$ cat src/rtl/circuit1_hlsm_ctrl_pkg.sv
// rtl/circuit1_hlsm_ctrl_pkg.sv - shared state encodings, ALU opcodes and state decode helper
package circuit1_hlsm_ctrl_pkg;

    localparam int DATAWIDTH_DEF = 8;

    // 3-bit state encodings; values 6 and 7 are illegal and decode to S_WAIT
    localparam logic [2:0] S_WAIT  = 3'd0;
    localparam logic [2:0] S1      = 3'd1;
    localparam logic [2:0] S2      = 3'd2;
    localparam logic [2:0] S3      = 3'd3;
    localparam logic [2:0] S4      = 3'd4;
    localparam logic [2:0] S_FINAL = 3'd5;

    typedef enum logic [1:0] {
        ALU_ADD = 2'd0,
        ALU_SUB = 2'd1,
        ALU_GT  = 2'd2
    } alu_op_e;

    // Map any illegal encoding onto S_WAIT so the FSM always recovers to idle
    function automatic logic [2:0] decode_state(input logic [2:0] s);
        case (s)
            S_WAIT, S1, S2, S3, S4, S_FINAL: decode_state = s;
            default:                         decode_state = S_WAIT;
        endcase
    endfunction

endpackage

$ cat src/rtl/circuit1_hlsm_ctrl_if.sv
// rtl/circuit1_hlsm_ctrl_if.sv - start/done handshake, operand and result bundle
interface circuit1_hlsm_ctrl_if #(
    parameter int DATAWIDTH = 8
) ();

    logic                           start;
    logic signed [DATAWIDTH-1:0]    a;
    logic signed [DATAWIDTH-1:0]    b;
    logic signed [DATAWIDTH-1:0]    c;
    logic                           busy;
    logic                           done;
    logic signed [DATAWIDTH-1:0]    z;
    logic signed [2*DATAWIDTH-1:0]  x;

    // The surrounding system requests runs and reads results
    modport master (
        output start, a, b, c,
        input  busy, done, z, x
    );

    // The controller accepts runs and publishes results
    modport slave (
        input  start, a, b, c,
        output busy, done, z, x
    );

endinterface

$ cat src/rtl/circuit1_hlsm_ctrl_alu.sv
// rtl/circuit1_hlsm_ctrl_alu.sv - shared add/sub/signed-compare ALU
module hlsm_alu
    import circuit1_hlsm_ctrl_pkg::*;
#(
    parameter int WIDTH = 16
) (
    input  alu_op_e                 op_i,
    input  logic signed [WIDTH-1:0] in0_i,
    input  logic signed [WIDTH-1:0] in1_i,
    output logic signed [WIDTH-1:0] result_o,
    output logic                    gt_o
);

    // Single combinational unit; gt is always available, result depends on op
    always_comb begin
        gt_o     = (in0_i > in1_i);
        result_o = '0;
        case (op_i)
            ALU_ADD: result_o = in0_i + in1_i;
            ALU_SUB: result_o = in0_i - in1_i;
            ALU_GT:  result_o = {{(WIDTH-1){1'b0}}, gt_o};
            default: result_o = '0;
        endcase
    end

endmodule

$ cat src/rtl/circuit1_hlsm_ctrl.sv
// rtl/circuit1_hlsm_ctrl.sv - 5-cycle resource-shared circuit1 controller and datapath
module circuit1_hlsm_ctrl
    import circuit1_hlsm_ctrl_pkg::*;
#(
    parameter int DATAWIDTH = DATAWIDTH_DEF
) (
    input  logic                 clk_i,
    input  logic                 rst_i,
    circuit1_hlsm_ctrl_if.slave  bus
);

    localparam int DW = DATAWIDTH;
    localparam int W2 = 2 * DATAWIDTH;

    logic [2:0]              state_q, state_d, state_cur;
    logic signed [DW-1:0]    ra_q, ra_d, rb_q, rb_d, rc_q, rc_d;
    logic signed [DW-1:0]    d_q, d_d, e_q, e_d;
    logic signed [W2-1:0]    f_q, f_d, xr_q, xr_d;
    logic                    g_q, g_d;
    logic signed [DW-1:0]    z_q, z_d;
    logic signed [W2-1:0]    x_q, x_d;

    alu_op_e                 alu_op;
    logic signed [W2-1:0]    alu_in0, alu_in1, alu_res;
    logic                    alu_gt;
    logic signed [W2-1:0]    mul_res;

    assign state_cur = decode_state(state_q);

    // Full-width signed product; operands are extended to W2 before multiplying
    assign mul_res = ra_q * rc_q;

    hlsm_alu #(.WIDTH(W2)) u_alu (
        .op_i     (alu_op),
        .in0_i    (alu_in0),
        .in1_i    (alu_in1),
        .result_o (alu_res),
        .gt_o     (alu_gt)
    );

    // ALU opcode and sign-extended operand selection per state
    always_comb begin
        alu_op  = ALU_ADD;
        alu_in0 = '0;
        alu_in1 = '0;
        case (state_cur)
            S1: begin
                alu_op  = ALU_ADD;
                alu_in0 = {{DW{ra_q[DW-1]}}, ra_q};
                alu_in1 = {{DW{rb_q[DW-1]}}, rb_q};
            end
            S2: begin
                alu_op  = ALU_ADD;
                alu_in0 = {{DW{ra_q[DW-1]}}, ra_q};
                alu_in1 = {{DW{rc_q[DW-1]}}, rc_q};
            end
            S3: begin
                alu_op  = ALU_SUB;
                alu_in0 = f_q;
                alu_in1 = {{DW{d_q[DW-1]}}, d_q};
            end
            S4: begin
                alu_op  = ALU_GT;
                alu_in0 = {{DW{d_q[DW-1]}}, d_q};
                alu_in1 = {{DW{e_q[DW-1]}}, e_q};
            end
            default: begin
                alu_op  = ALU_ADD;
                alu_in0 = '0;
                alu_in1 = '0;
            end
        endcase
    end

    // Next-state and register-update logic; d/e keep only the low DW bits (wrap)
    always_comb begin
        state_d = state_cur;
        ra_d    = ra_q;
        rb_d    = rb_q;
        rc_d    = rc_q;
        d_d     = d_q;
        e_d     = e_q;
        f_d     = f_q;
        xr_d    = xr_q;
        g_d     = g_q;
        z_d     = z_q;
        x_d     = x_q;
        case (state_cur)
            S_WAIT: begin
                if (bus.start) begin
                    ra_d    = bus.a;
                    rb_d    = bus.b;
                    rc_d    = bus.c;
                    state_d = S1;
                end
            end
            S1: begin
                d_d     = alu_res[DW-1:0];
                f_d     = mul_res;
                state_d = S2;
            end
            S2: begin
                e_d     = alu_res[DW-1:0];
                state_d = S3;
            end
            S3: begin
                xr_d    = alu_res;
                state_d = S4;
            end
            S4: begin
                g_d     = alu_gt;
                state_d = S_FINAL;
            end
            S_FINAL: begin
                // d==e leaves g clear, so e is selected on a tie
                z_d     = g_q ? d_q : e_q;
                x_d     = xr_q;
                state_d = S_WAIT;
            end
            default: state_d = S_WAIT;
        endcase
    end

    // State and datapath registers; reset aborts any run in progress
    always_ff @(posedge clk_i) begin
        if (rst_i) begin
            state_q <= S_WAIT;
            ra_q    <= '0;
            rb_q    <= '0;
            rc_q    <= '0;
            d_q     <= '0;
            e_q     <= '0;
            f_q     <= '0;
            xr_q    <= '0;
            g_q     <= 1'b0;
            z_q     <= '0;
            x_q     <= '0;
        end else begin
            state_q <= state_d;
            ra_q    <= ra_d;
            rb_q    <= rb_d;
            rc_q    <= rc_d;
            d_q     <= d_d;
            e_q     <= e_d;
            f_q     <= f_d;
            xr_q    <= xr_d;
            g_q     <= g_d;
            z_q     <= z_d;
            x_q     <= x_d;
        end
    end

    // Moore outputs decoded from the state register
    always_comb begin
        bus.busy = (state_cur == S1) || (state_cur == S2) ||
                   (state_cur == S3) || (state_cur == S4);
        bus.done = (state_cur == S_FINAL);
        bus.z    = z_q;
        bus.x    = x_q;
    end

endmodule

$ cat src/flat_wrapper.sv
// flat-port wrapper written by rule: the top's interface ports become plain ports
module circuit1_hlsm_ctrl_flat import circuit1_hlsm_ctrl_pkg::*;
#(
    parameter int DATAWIDTH = DATAWIDTH_DEF
)
  (clk_i, rst_i, bus_start, bus_a, bus_b, bus_c, bus_busy, bus_done, bus_z, bus_x);
  circuit1_hlsm_ctrl_if #(.DATAWIDTH(DATAWIDTH)) bus_i ();
  input  logic clk_i;
  input  logic rst_i;
  input wire logic [$bits(bus_i.start)-1:0] bus_start;
  input wire logic [$bits(bus_i.a)-1:0] bus_a;
  input wire logic [$bits(bus_i.b)-1:0] bus_b;
  input wire logic [$bits(bus_i.c)-1:0] bus_c;
  output wire logic [$bits(bus_i.busy)-1:0] bus_busy;
  output wire logic [$bits(bus_i.done)-1:0] bus_done;
  output wire logic [$bits(bus_i.z)-1:0] bus_z;
  output wire logic [$bits(bus_i.x)-1:0] bus_x;
  assign bus_i.start = bus_start;
  assign bus_i.a = bus_a;
  assign bus_i.b = bus_b;
  assign bus_i.c = bus_c;
  assign bus_busy = bus_i.busy;
  assign bus_done = bus_i.done;
  assign bus_z = bus_i.z;
  assign bus_x = bus_i.x;
  circuit1_hlsm_ctrl #(.DATAWIDTH(DATAWIDTH)) u_core (.clk_i(clk_i), .rst_i(rst_i), .bus(bus_i));
endmodule
$ cat config.mk
export PLATFORM = sky130hd
export DESIGN_NAME = circuit1_hlsm_ctrl_flat
export DESIGN_NICKNAME = d
export VERILOG_FILES = /design/src/rtl/circuit1_hlsm_ctrl_pkg.sv /design/src/rtl/circuit1_hlsm_ctrl_if.sv /design/src/rtl/circuit1_hlsm_ctrl_alu.sv /design/src/rtl/circuit1_hlsm_ctrl.sv /design/src/flat_wrapper.sv
export SDC_FILE = /design/constraint.sdc
export NUM_CORES = 1
export LEC_CHECK = 0
export ABC_AREA = 0
export BUFFER_PORTS_ARGS = -buffer_cell sky130_fd_sc_hd__buf_2
export CAP_MARGIN = 30
export CORE_MARGIN = 3
export CORE_UTILIZATION = 30
export CTS_CLUSTER_SIZE = 40
export DETAILED_ROUTE_END_ITERATION = 7
export GPL_ROUTABILITY_DRIVEN = 0
export HOLD_SLACK_MARGIN = 0.08
export SLEW_MARGIN = 20
export SYNTH_ARGS = -nofsm -noshare
export SYNTH_HDL_FRONTEND = slang
export SYNTH_SLANG_ARGS = --single-unit
$ cat constraint.sdc
create_clock -name clk_i -period 12.75 [get_ports clk_i]
set_input_delay 2.55 -clock clk_i [delete_from_list [all_inputs] [get_ports clk_i]]
set_output_delay 2.55 -clock clk_i [all_outputs]
set_load 0.01 [all_outputs]
-- After elaboration in Yosys (flattened, before gate mapping)
Cells that the tools add are included.
- bits in registers: 100
- add/sub/neg operators: 2
- magnitude comparators: 1
- multiply operators: 1
- reductions and logical operators: 9
- eq/ne operators: 12
- mux-type cells: 8
- operator list (operator ; number):
    16-bit one-hot mux with 3 select lines ; 2
    16-bit one-hot mux with 4 select lines ; 1
    16-bit adder ; 1
    16-bit greater-than comparator ; 1
    8-bit by 8-bit multiplier with 16-bit output ; 1
    16-bit subtractor ; 1
    3-bit one-hot mux with 5 select lines ; 1
    3-bit by 2-bit == test with 1-bit output (second input constant) ; 4
    3-bit == test (second input constant) ; 4
    8-bit two-way mux ; 1
    3-bit by 1-bit == test with 1-bit output (second input constant) ; 2
    3-bit logical NOT ; 2
    3-bit two-way mux ; 2
    6-bit OR reduction ; 1
    2-bit one-hot mux with 2 select lines ; 1
    1-bit logical OR ; 3
    2-bit by 1-bit == test with 1-bit output (second input constant) ; 1
    2-bit == test (second input constant) ; 1
    2-bit logical NOT ; 1
    2-bit AND reduction ; 1
    2-bit OR reduction ; 1

-- Depth between registers and ports, before layout
- depth in word-level cells: 8
- mapped depth: 18
- mapped depth without buffers: 17

-- Hierarchy
Synthesis repeated with hierarchy kept, for this count alone.
- cells, all modules: 1068
- area total of the unflattened synthesis: 8354.3 µm²
- modules (own cells, without submodules) (module ; seq. area each (µm²) ; area an instance (µm²) ; cells an instance ; times used):
    circuit1_hlsm_ctrl ; 2001.9 ; 6547.5 ; 791 ; 1
    hlsm_alu ; 0.0 ; 1806.7 ; 277 ; 1

-- Least setup slack after synthesis
No wires, ideal clock.
- path type: reg2reg
- from: register u_core.rc_q[2]
- to: register u_core.f_q[15]
- path slack: 8.519 ns
- buffers on the path: 1
- cell stages (with the launch flop): 17
- arrival time: 4.161 ns
- path through: dfxtp_1 -> clkbuf_1 -> and2_1 -> fa_1 -> fa_1 -> inv_1 -> fa_1 -> inv_1 -> fa_1 -> ha_1 -> or2_2 -> o31a_1 -> a311oi_1 -> a21oi_1 -> xnor2_1 -> nand2_1 -> a21oi_1
- longest elaborated chain between the ends: 1
- ends and longest elaborated chain (item ; RTL line ; RTL):
    from (decl) ; circuit1_hlsm_ctrl.sv:16 ; logic signed [DW-1:0] ra_q, ra_d, rb_q, rb_d, rc_q, rc_d;
    from (signal assigned) ; circuit1_hlsm_ctrl.sv:142 ; rc_q <= rc_d;
    8-bit by 8-bit multiplier with 16-bit output ; circuit1_hlsm_ctrl.sv:31 ; assign mul_res = ra_q * rc_q;
    to (signal assigned) ; circuit1_hlsm_ctrl.sv:133 ; f_q <= '0;
    to (signal assigned) ; circuit1_hlsm_ctrl.sv:145 ; f_q <= f_d;
    to (decl) ; circuit1_hlsm_ctrl.sv:18 ; logic signed [W2-1:0] f_q, f_d, xr_q, xr_d;
Every way passes these cells.
A chain may end at the register's enable or synchronous reset.

-- Final worst setup path
- from: register u_core.state_q[0]
- to: output port bus_done
- longest elaborated chain between the ends: 4
- elaborated cells between the ends (all ways): 9
- ends and longest elaborated chain (item ; RTL line ; RTL):
    from (decl) ; circuit1_hlsm_ctrl.sv:15 ; logic [2:0] state_q, state_d, state_cur;
    from (signal assigned) ; circuit1_hlsm_ctrl.sv:139 ; state_q <= state_d;
    3-bit by 1-bit == test with 1-bit output (tied with other cells) ; circuit1_hlsm_ctrl_pkg.sv:22 ; case (s)
    6-bit OR reduction ; circuit1_hlsm_ctrl_pkg.sv:22 ;
    3-bit two-way mux (*) ; circuit1_hlsm_ctrl_pkg.sv:22 ;
    3-bit == test (*) ; circuit1_hlsm_ctrl.sv:157 ; bus.done = (state_cur == S_FINAL);
    to (decl) ; flat_wrapper.sv:15 ; output wire logic [$bits(bus_i.done)-1:0] bus_done;
Every way passes the cells marked *; elsewhere a longest branch is shown, timed or not.

==> results.toml <==
[status]
status = "complete, no violations"

[global_routing]
antenna_found_initial = 0
grt_use_total = 0.146
grt_overflow = 0
grt_first_pass_wirelength_um = 31600
grt_max_degree = 67
grt_pass1_vias = 5940

[floorplan]
die_h_um = 165
core_area_mm2 = 0.0246
start_util = 0.309
die_x_um = 165
ios = 53
rows = 57
dieArea_mm2 = 0.0273

[clock_tree]
ctsHoldBuffers = 0
tritoncts = "yes"
cts_setup_buffers = 0
cts-resized-gates = 0
numCtsBuffers = 9
ctsRootBufferMaster = "clkbuf_16"
clk_pin_slew_ns = 0.07
cts.sinks = 100
h-tree-depth = 3
ctsLongestPathBuffers = 2
clk-insertion-delay-late_ns = 0.36

[final_layout]
nets = 1078
ff_latch_area_mm2 = 0.00200
diodes = 0
syn2layout_area_growth_pct = 11.0
stdcell_count = 1271
fillCellCount = 2585
multiInputGateArea_mm2 = 0.00503
drive_gt1_frac = 0.0971

[synth]
synth-seq-cells = 100
ys_top_cells_by_count = "nand2_1 (173), dfxtp_1 (100), a21oi_1 (90)"
syn_avg_cell_area_um2 = 8.17
synth-main-ff-cell = "dfxtp_1"
syn_area_mm2 = 0.00761
yosysMostFrequentCell = "nand2_1"
syn_inst = 931
synthAdderAreaFrac = 0.235
synth_mux_area_frac = 0.0133
ys_warn_count = 0
synth_xor_area_frac = 0.0276
synth_edf_count = 0
synth_top_family_by_area = "adder cells"
synth_top_area_frac = 0.263
synth_area_leaders = "dfxtp_1 (26%), fa_1 (15%), ha_1 (8.6%)"
synth_cell_types = 67
synth_compound_area_frac = 0.188
synth-seq-area-share = 0.263
synthSimpleGateAreaFrac = 0.195
synth_top_area_cell = "dfxtp_1"
async_reset_ff_frac = 0
mappedNetlistNets = 1067

[timing]
setup_viol = 0
finalMaxSlewViolations = 0
min_period_ns = 4.93
fmax_mhz = 203
finalCritPeriodShare = 0.386
worstMarginPinSlew_ns = 0.844
slew_headroom = 0.438
fin_setup_tns_ns = 0
holdWs_ns = 0.453
rsz0062_at_grt = "false"
clock-skew-final_ns = 0.0130
hold_violations = 0

[drt]
drt-met1-wl_um = 9870
met3_length_um = 881
drt_wl_total_um = 19200
top_layer = "met4"
vias_per_cell = 4.90
drt_first_iter_violations = 406
drtAntennaViolNets = 0
wl_met2_um = 8120
drc = 0
drt_first_pass_iters = 7
wl_per_cell_um = 15.1
vias = 6227

[setup_path]
path_cells = "nor2b_1 > nand2_1 > inv_1 > buf_16 > buf_2"
start_kind = "flop"
critPathSlowestCell = "dfxtp_1"
critical_path.max_stage_delay_ns = 0.55
worstSetupEndpointType = "primary output"
cp.required_ns = 10.20
criticalPathCategory = "reg -> out"
arrival_ns = 2.38
critPathTopFamily = "buffers and inverters"
critical_path_buf_inv_count = 3
cp_max_fo = 23

[pwr]
irDropWorstVdd_v = 0.0000630
leakage_uw = 0.00357
total_power_uw = 874
powerDensity_mw_per_mm2 = 103

[placement]
numPortBuffers = 52
dp_hpwl_um = 14400
dp.cells = 1254

[worst_hold_path]
hold_class = "reg -> reg"

[job]
drv_cap = 0
-- through the flow --
| step | setup slack [ns] | utilization | area (um2) |
|---|---|---|---|
| after floorplan | 8.52 | - | 7610 |
| after global routing | 7.59 | 0.343 | 8440 |
| final | 7.82 | 0.343 | 8440 |
| after global placement | 7.93 | 0.328 | 8080 |
| after detailed placement | 7.86 | 0.330 | 8110 |
| after CTS | 7.47 | 0.342 | 8420 |
-- final cells by class --
type	instances	area share
Clock inverter	7	0.00978
Tap cell	324	0.0480
Multi-Input combinational cell	682	0.595
Timing Repair Buffer	61	0.0439
Clock buffer	9	0.0267
Inverter	88	0.0391
Sequential cell	100	0.237
-- registers in the layout (all words and copies together), names as in the netlist --
name,count
u_core.bus.x,16
u_core.f_q,16
u_core.xr_q,16
u_core.bus.z,8
u_core.d_q,8
u_core.e_q,8
u_core.ra_q,8
u_core.rb_q,8
u_core.rc_q,8
u_core.state_q,3
u_core.g_q,1
-- metal layers --
| metal | GRT usage | vias up |
|---|---|---|
| li1 | - | 3121 |
| met5 | 0 | - |
| met2 | 0.217 | 128 |
| met3 | 0.0229 | 24 |
| met4 | 0.0377 | 0 |
| met1 | 0.218 | 2954 |
-- worst paths after layout --
check	from	end	slack [ns]	depth (start not counted)
worst max-delay path	u_core.state_q[0]	bus_done	7.82	5
worst max register to register	u_core.rc_q[2]	u_core.f_q[15]	8.15	15
worst min-delay path	u_core.xr_q[9]	u_core.xr_q[9]	0.45	2
worst min register to register	u_core.xr_q[9]	u_core.xr_q[9]	0.45	2
-- cell families after synthesis --
kind of cell / after synthesis
buf+inv: 149
simple gates: 323
fa+ha+maj: 109
xor+xnor: 24
compound gates: 216
mux: 10
flops: 100
-- worst reg2reg max path: stages, from the launching register on --
cell	delay, ns
dfxtp_1	0.63
nand2_1	0.16
inv_1	0.15
fa_1	0.48
inv_1	0.17
fa_1	0.45
fa_1	0.50
fa_1	0.50
inv_1	0.05
ha_1	0.36
and3_1	0.22
a311oi_1	0.39
a21oi_1	0.14
xnor2_1	0.17
nand2_1	0.07
a21oi_1	0.11
-- power breakdown --
part	leakage [uW]	internal, uW	switching [uW]	total [uW]
registers	0.000811	326	24.2	350
logic	0.00261	98.2	135	233
clock network	0.000145	155	135	290
-- cells in the final DEF, fill, tap and decap left out, types with 5 or more instances in the layout --
master / instances
a211oi_1: 20
fa_1: 57
o21ai_0: 16
nand3_1: 7
a21oi_1: 90
dfxtp_1: 100
nor2_1: 49
xnor2_1: 20
nand2_1: 173
a22oi_1: 10
ha_1: 52
buf_4: 8
a221oi_1: 10
nor3_1: 10
mux2i_1: 9
a22o_1: 10
nor2b_1: 5
a21o_1: 17
inv_1: 87
buf_2: 51
a31oi_1: 5
o21a_1: 9
nand2b_1: 9
clkbuf_16: 9
and2_1: 41
Note: power is estimated with default switching activity, not from simulation.
